$ cat src/rtl/udp_tx_arbiter.sv
// udp_tx_arbiter: two-requester round-robin arbiter that feeds UDP payload
// frames into a UDP transmit core.
//
// Ports
//   e_rxc, rst           : clock and synchronous active-high reset
//   req0/1, len0/1       : frame request (level) and payload length in bytes
//   data0/1, rd0/1       : first-word-fall-through payload source and its pop strobe
//   done0/1, err0/1      : one-cycle completion / rejection-or-timeout pulses
//   tx_start             : one-cycle frame start to the UDP core
//   tx_data_req, tx_data : word request from the core and the muxed payload word
//   tx_data_length       : UDP length (payload + 8)
//   tx_total_length      : IP total length (payload + 28)
//   busy, grant          : FSM not idle, index of the current/most recent owner
module udp_tx_arbiter #(
    parameter int unsigned GAP_CYCLES  = 64,
    parameter int unsigned MAX_PAYLOAD = 1472,
    parameter int unsigned TIMEOUT     = 4096
) (
    input  logic        e_rxc,
    input  logic        rst,
    input  logic        req0,
    input  logic        req1,
    input  logic [15:0] len0,
    input  logic [15:0] len1,
    input  logic [31:0] data0,
    input  logic [31:0] data1,
    output logic        rd0,
    output logic        rd1,
    output logic        done0,
    output logic        done1,
    output logic        err0,
    output logic        err1,
    output logic        tx_start,
    input  logic        tx_data_req,
    output logic [31:0] tx_data,
    output logic [15:0] tx_data_length,
    output logic [15:0] tx_total_length,
    output logic        busy,
    output logic        grant
);

    localparam int unsigned ToW  = $clog2(TIMEOUT + 1);
    localparam int unsigned GapW = $clog2(GAP_CYCLES + 1);

    typedef enum logic [1:0] {StIdle, StStart, StSend, StGap} state_e;

    state_e            state_q, state_d;
    logic              grant_q, grant_d;
    logic              last_q, last_d;
    logic [13:0]       words_q, words_d;
    logic [13:0]       cnt_q, cnt_d;
    logic [15:0]       dlen_q, dlen_d;
    logic [15:0]       tlen_q, tlen_d;
    logic              start_q, start_d;
    logic              done0_q, done0_d, done1_q, done1_d;
    logic              err0_q, err0_d, err1_q, err1_d;
    // A rejected requester stays blocked until it drops req for a cycle.
    logic              blk0_q, blk0_d, blk1_q, blk1_d;
    logic [ToW-1:0]    to_q, to_d;
    logic [GapW-1:0]   gap_q, gap_d;

    logic        act0, act1, elig0, elig1, pick;
    logic [15:0] sel_len;

    always_comb begin
        act0  = req0 && !blk0_q;
        act1  = req1 && !blk1_q;
        elig0 = act0 && (len0 != 16'd0) && (len0[1:0] == 2'b00) && (len0 <= 16'(MAX_PAYLOAD));
        elig1 = act1 && (len1 != 16'd0) && (len1[1:0] == 2'b00) && (len1 <= 16'(MAX_PAYLOAD));
        // Round-robin on contention: the requester that did not own last.
        pick    = (elig0 && elig1) ? !last_q : elig1;
        sel_len = pick ? len1 : len0;
    end

    always_comb begin
        state_d = state_q;
        grant_d = grant_q;
        last_d  = last_q;
        words_d = words_q;
        cnt_d   = cnt_q;
        dlen_d  = dlen_q;
        tlen_d  = tlen_q;
        start_d = 1'b0;
        done0_d = 1'b0;
        done1_d = 1'b0;
        err0_d  = 1'b0;
        err1_d  = 1'b0;
        blk0_d  = blk0_q && req0;
        blk1_d  = blk1_q && req1;
        to_d    = to_q;
        gap_d   = gap_q;

        unique case (state_q)
            StIdle: begin
                if (act0 && !elig0) begin
                    err0_d = 1'b1;
                    blk0_d = 1'b1;
                end
                if (act1 && !elig1) begin
                    err1_d = 1'b1;
                    blk1_d = 1'b1;
                end
                if (elig0 || elig1) begin
                    grant_d = pick;
                    last_d  = pick;
                    words_d = sel_len[15:2];
                    dlen_d  = sel_len + 16'd8;
                    tlen_d  = sel_len + 16'd28;
                    start_d = 1'b1;
                    cnt_d   = '0;
                    to_d    = '0;
                    state_d = StStart;
                end
            end
            StStart: state_d = StSend;
            StSend: begin
                if (tx_data_req) begin
                    to_d = '0;
                    if (cnt_q + 14'd1 == words_q) begin
                        cnt_d   = '0;
                        done0_d = !grant_q;
                        done1_d = grant_q;
                        gap_d   = '0;
                        state_d = StGap;
                    end else begin
                        cnt_d = cnt_q + 14'd1;
                    end
                end else if (to_q == ToW'(TIMEOUT - 1)) begin
                    // Core stalled: drop the frame without a done.
                    err0_d  = !grant_q;
                    err1_d  = grant_q;
                    cnt_d   = '0;
                    to_d    = '0;
                    gap_d   = '0;
                    state_d = StGap;
                end else begin
                    to_d = to_q + ToW'(1);
                end
            end
            StGap: begin
                if (gap_q == GapW'(GAP_CYCLES - 1)) begin
                    gap_d   = '0;
                    state_d = StIdle;
                end else begin
                    gap_d = gap_q + GapW'(1);
                end
            end
            default: state_d = StIdle;
        endcase
    end

    always_ff @(posedge e_rxc) begin
        if (rst) begin
            state_q <= StIdle;
            grant_q <= 1'b0;
            last_q  <= 1'b1;
            words_q <= '0;
            cnt_q   <= '0;
            dlen_q  <= '0;
            tlen_q  <= '0;
            start_q <= 1'b0;
            done0_q <= 1'b0;
            done1_q <= 1'b0;
            err0_q  <= 1'b0;
            err1_q  <= 1'b0;
            blk0_q  <= 1'b0;
            blk1_q  <= 1'b0;
            to_q    <= '0;
            gap_q   <= '0;
        end else begin
            state_q <= state_d;
            grant_q <= grant_d;
            last_q  <= last_d;
            words_q <= words_d;
            cnt_q   <= cnt_d;
            dlen_q  <= dlen_d;
            tlen_q  <= tlen_d;
            start_q <= start_d;
            done0_q <= done0_d;
            done1_q <= done1_d;
            err0_q  <= err0_d;
            err1_q  <= err1_d;
            blk0_q  <= blk0_d;
            blk1_q  <= blk1_d;
            to_q    <= to_d;
            gap_q   <= gap_d;
        end
    end

    assign rd0             = tx_data_req && (state_q == StSend) && !grant_q;
    assign rd1             = tx_data_req && (state_q == StSend) && grant_q;
    assign tx_data         = (state_q == StSend) ? (grant_q ? data1 : data0) : 32'd0;
    assign tx_start        = start_q;
    assign done0           = done0_q;
    assign done1           = done1_q;
    assign err0            = err0_q;
    assign err1            = err1_q;
    assign tx_data_length  = dlen_q;
    assign tx_total_length = tlen_q;
    assign busy            = (state_q != StIdle);
    assign grant           = grant_q;

endmodule

$ cat config.mk
export PLATFORM = sky130hd
export DESIGN_NAME = udp_tx_arbiter
export DESIGN_NICKNAME = d
export VERILOG_FILES = /design/src/rtl/udp_tx_arbiter.sv
export SDC_FILE = /design/constraint.sdc
export NUM_CORES = 1
export LEC_CHECK = 0
export BUFFER_PORTS_ARGS = -buffer_cell sky130_fd_sc_hd__buf_2
export CORE_ASPECT_RATIO = 0.8
export CORE_MARGIN = 1.5
export CORE_UTILIZATION = 46
export CTS_CLUSTER_SIZE = 24
export DETAILED_ROUTE_END_ITERATION = 7
export PLACE_DENSITY_LB_ADDON = 0.1
export SYNTH_ARGS = -nofsm -noshare
export SYNTH_HDL_FRONTEND = slang
export SYNTH_SLANG_ARGS = --single-unit
$ cat constraint.sdc
create_clock -name e_rxc -period 3.7 [get_ports e_rxc]
set_clock_uncertainty 0.2 [all_clocks]
set_input_delay 0.555 -clock e_rxc [delete_from_list [all_inputs] [get_ports e_rxc]]
set_output_delay 0.555 -clock e_rxc [all_outputs]
set_load 0.03 [all_outputs]
==> flow_metrics.py <==
metrics = {
    "run_status": {
        "status": "finished, final reports clean",
    },
    "route": {
        "drtAntennaViolNets": 0,
        "drt-pass1-iter-count": 5,
        "routed_wl_um": 14400,
        "drt_iter0_markers": 308,
        "vias": 5109,
        "wl_per_cell_um": 15.6,
        "via_per_inst": 5.51,
        "drc": 0,
    },
    "power": {
        "switching_power_w": 0.000581,
        "sequentialPowerShare_pct": 44.1,
        "peakVddDrop_uv": 197,
        "combPwrFrac_pct": 12.4,
        "p_clk_share_pct": 43.5,
        "p_sw_share_pct": 26.5,
        "cellLeakagePower_nw": 2.85,
        "p_per_area_nw_per_um2": 341,
        "intPower_w": 0.00161,
    },
    "synthesis": {
        "synth.most_common_cell": "dfxtp_1",
        "synth_cells": 612,
        "synthFlopType": "dfxtp_1",
        "ys_async_sr_fraction_pct": 0,
        "netlist_area_um2": 5060,
        "synth_top_cells_by_count": "dfxtp_1 (88), nor2_1 (50), mux2i_1 (46), nand2_1 (46), nor2b_1 (34)",
        "yosys_warnings": 0,
        "ys_ff_latch": 88,
        "synth_edf_count": 0,
        "syn_nets": 721,
        "synth_sequential_area_ratio_pct": 34.8,
        "avgSynthCellArea_um2": 8.26,
        "yosysUniqueCellTypes": 58,
        "synth.largest_area_cell": "dfxtp_1",
        "synth.top_cell.area_share_pct": 34.8,
        "synth_area_leaders": "dfxtp_1 (35%), mux2i_1 (9.1%), nor2b_1 (4.2%)",
    },
    "clock_network": {
        "cts_resized": 0,
        "cts_buffers": 9,
        "cts_tree": "yes",
        "clock-sinks": 88,
        "hold_buffers": 0,
        "clk_pin_slew_ns": 0.07,
        "post_cts_buffers": 0,
        "cts_root_buf": "clkbuf_16",
        "worstSkewPairLatency_ns": 0.35,
        "htreeDepth": 3,
        "cts_max_path_buffers": 2,
    },
    "final_layout": {
        "drive_gt1_share_pct": 29.1,
        "area_delta_synth_final_pct": 27.1,
        "diodes": 0,
        "multi_input_area_um2": 3080,
        "register_area_um2": 1760,
        "fill_cells": 962,
        "final_net_count": 888,
    },
    "setup_path": {
        "crit_arrival_ns": 3.57,
        "critPathMaxFanout": 14,
        "crit_type": "reg -> reg",
        "start_kind": "flip-flop",
        "cp-startpoint": "cnt_q[6]",
        "r2r_slack_ns": 0.21,
        "timing.rr.start": "cnt_q[6]",
        "end_kind": "flip-flop",
        "critPathRequiredTime_ns": 3.77,
    },
    "global_routing": {
        "antenna_found_initial": 0,
        "grt_overflow_total": 0,
        "grt_max_degree": 39,
        "grtUsageTotal_pct": 24.7,
        "grt_pass1_vias": 4797,
        "grt_pass1_wl_um": 23600,
    },
    "timing": {
        "maxSlewViolCount": 0,
        "min_period_ns": 3.49,
        "timing.setup.tns_ns": 0,
        "max_slew_margin_pct": 42.9,
        "hold_ws_ns": 0.252,
        "min_period_over_period_pct": 94.4,
        "grt_setup_unrepaired": "no",
        "tightest_slew_ns": 0.856,
        "hold_viol": 0,
        "setup-violations-final": 0,
        "fmax_mhz": 286,
    },
    "flow_run": {
        "cap_violations": 0,
    },
    "placed_design": {
        "io_buffers": 173,
        "hpwl_um": 11100,
        "finalWeightedCongestion": 0.892,
    },
    "die": {
        "io-pin-count": 174,
        "rows": 34,
        "die_area_um2": 11600,
        "start_util_pct": 46.8,
        "coreArea_um2": 10800,
        "die_h_um": 96.8,
        "die_w_um": 120,
    },
    "worst_hold_path": {
        "hp-start": "tx_data_length[13]",
        "hold_path_class": "reg -> reg",
    },
}
[power by group through the flow]
stage                     Combinational, W  Sequential (W)  Clock, W
after floorplan                   0.000143        0.000993         0
after global placement            0.000267        0.000988         0
after detailed placement          0.000270        0.000989         0
after CTS                         0.000271        0.000967  0.000966
after global routing              0.000297        0.000968  0.000999
final                             0.000272        0.000967  0.000953
[sequential cells by signal (all words and copies together), names as in the netlist, 2 cells and up]
signal,cells
tx_data_length,15
words_q,14
cnt_q,14
tx_total_length,14
to_q,13
gap_q,7
state_q,2
[layer usage]
metal	part of all wire, %	track usage, %	routed length (um)	vias to the layer above
met4	0.72	4.89	104	0
met2	47	39.6	6790	164
met1	46	35.1	6710	2382
met5	0	0	0	-
met3	5.7	4.25	830	11
li1	-	-	-	2552
[layout by cell type, fill, tap and decap left out, drive strengths merged, types with 18 or more instances in the layout]
master  instances
dfxtp          88
mux2i          46
o21ai          34
nor2b          34
and3           18
nand3          28
a21oi          23
xnor2          18
nand2          46
nor2           50
buf           197
[final cells by class]
cell class / count / area share [%]
inverter: 11 / 0.642
clock inverter: 7 / 1.34
sequential: 88 / 27.4
timing repair buffer: 197 / 16.3
multi-input combinational: 472 / 48.0
tap: 144 / 2.80
clock buffer: 9 / 3.50
[worst max-delay path: stages, from the launching register on]
cell     delay [ns]
dfxtp_1        0.52
and4_1         0.41
nand4_2        0.20
or3_1          0.41
a22o_1         0.23
or4_1          0.46
o211a_4        0.31
or4_1          0.50
a31oi_1        0.17
[logic make-up (layout without fill, tap and decap cells)]
logic type      after synthesis  after routing  synth area share [%]
compound gates              123            123                  16.3
xor+xnor                     28             28                  4.85
fa+ha+maj                     8              8                  1.98
buf+inv                      52            224                  4.50
flops                        88             88                  34.8
mux                          49             49                  9.77
simple gates                264            264                  27.8
[worst paths after layout]
path | to | cells after the start
hold / removal | tx_data_length[13] | 1
hold reg to reg | tx_data_length[13] | 1
setup reg to reg | gap_q[3] | 8
setup / recovery | gap_q[3] | 8
[through the flow]
| step | setup slack [ns] | instances | total power [W] | util, % | area (um^2) |
|---|---|---|---|---|---|
| floorplan | 0.142 | 612 | 0.00114 | - | 5060 |
| global placement | 0.158 | 912 | 0.00125 | 56.5 | 6100 |
| detailed placement | 0.0141 | 912 | 0.00126 | 56.5 | 6100 |
| CTS | 0.0327 | 928 | 0.00220 | 59.4 | 6410 |
| global route | 0.0790 | 928 | 0.00226 | 59.5 | 6430 |
| finish | 0.205 | 928 | 0.00219 | 59.5 | 6430 |
(Power assumes the default switching activity.)
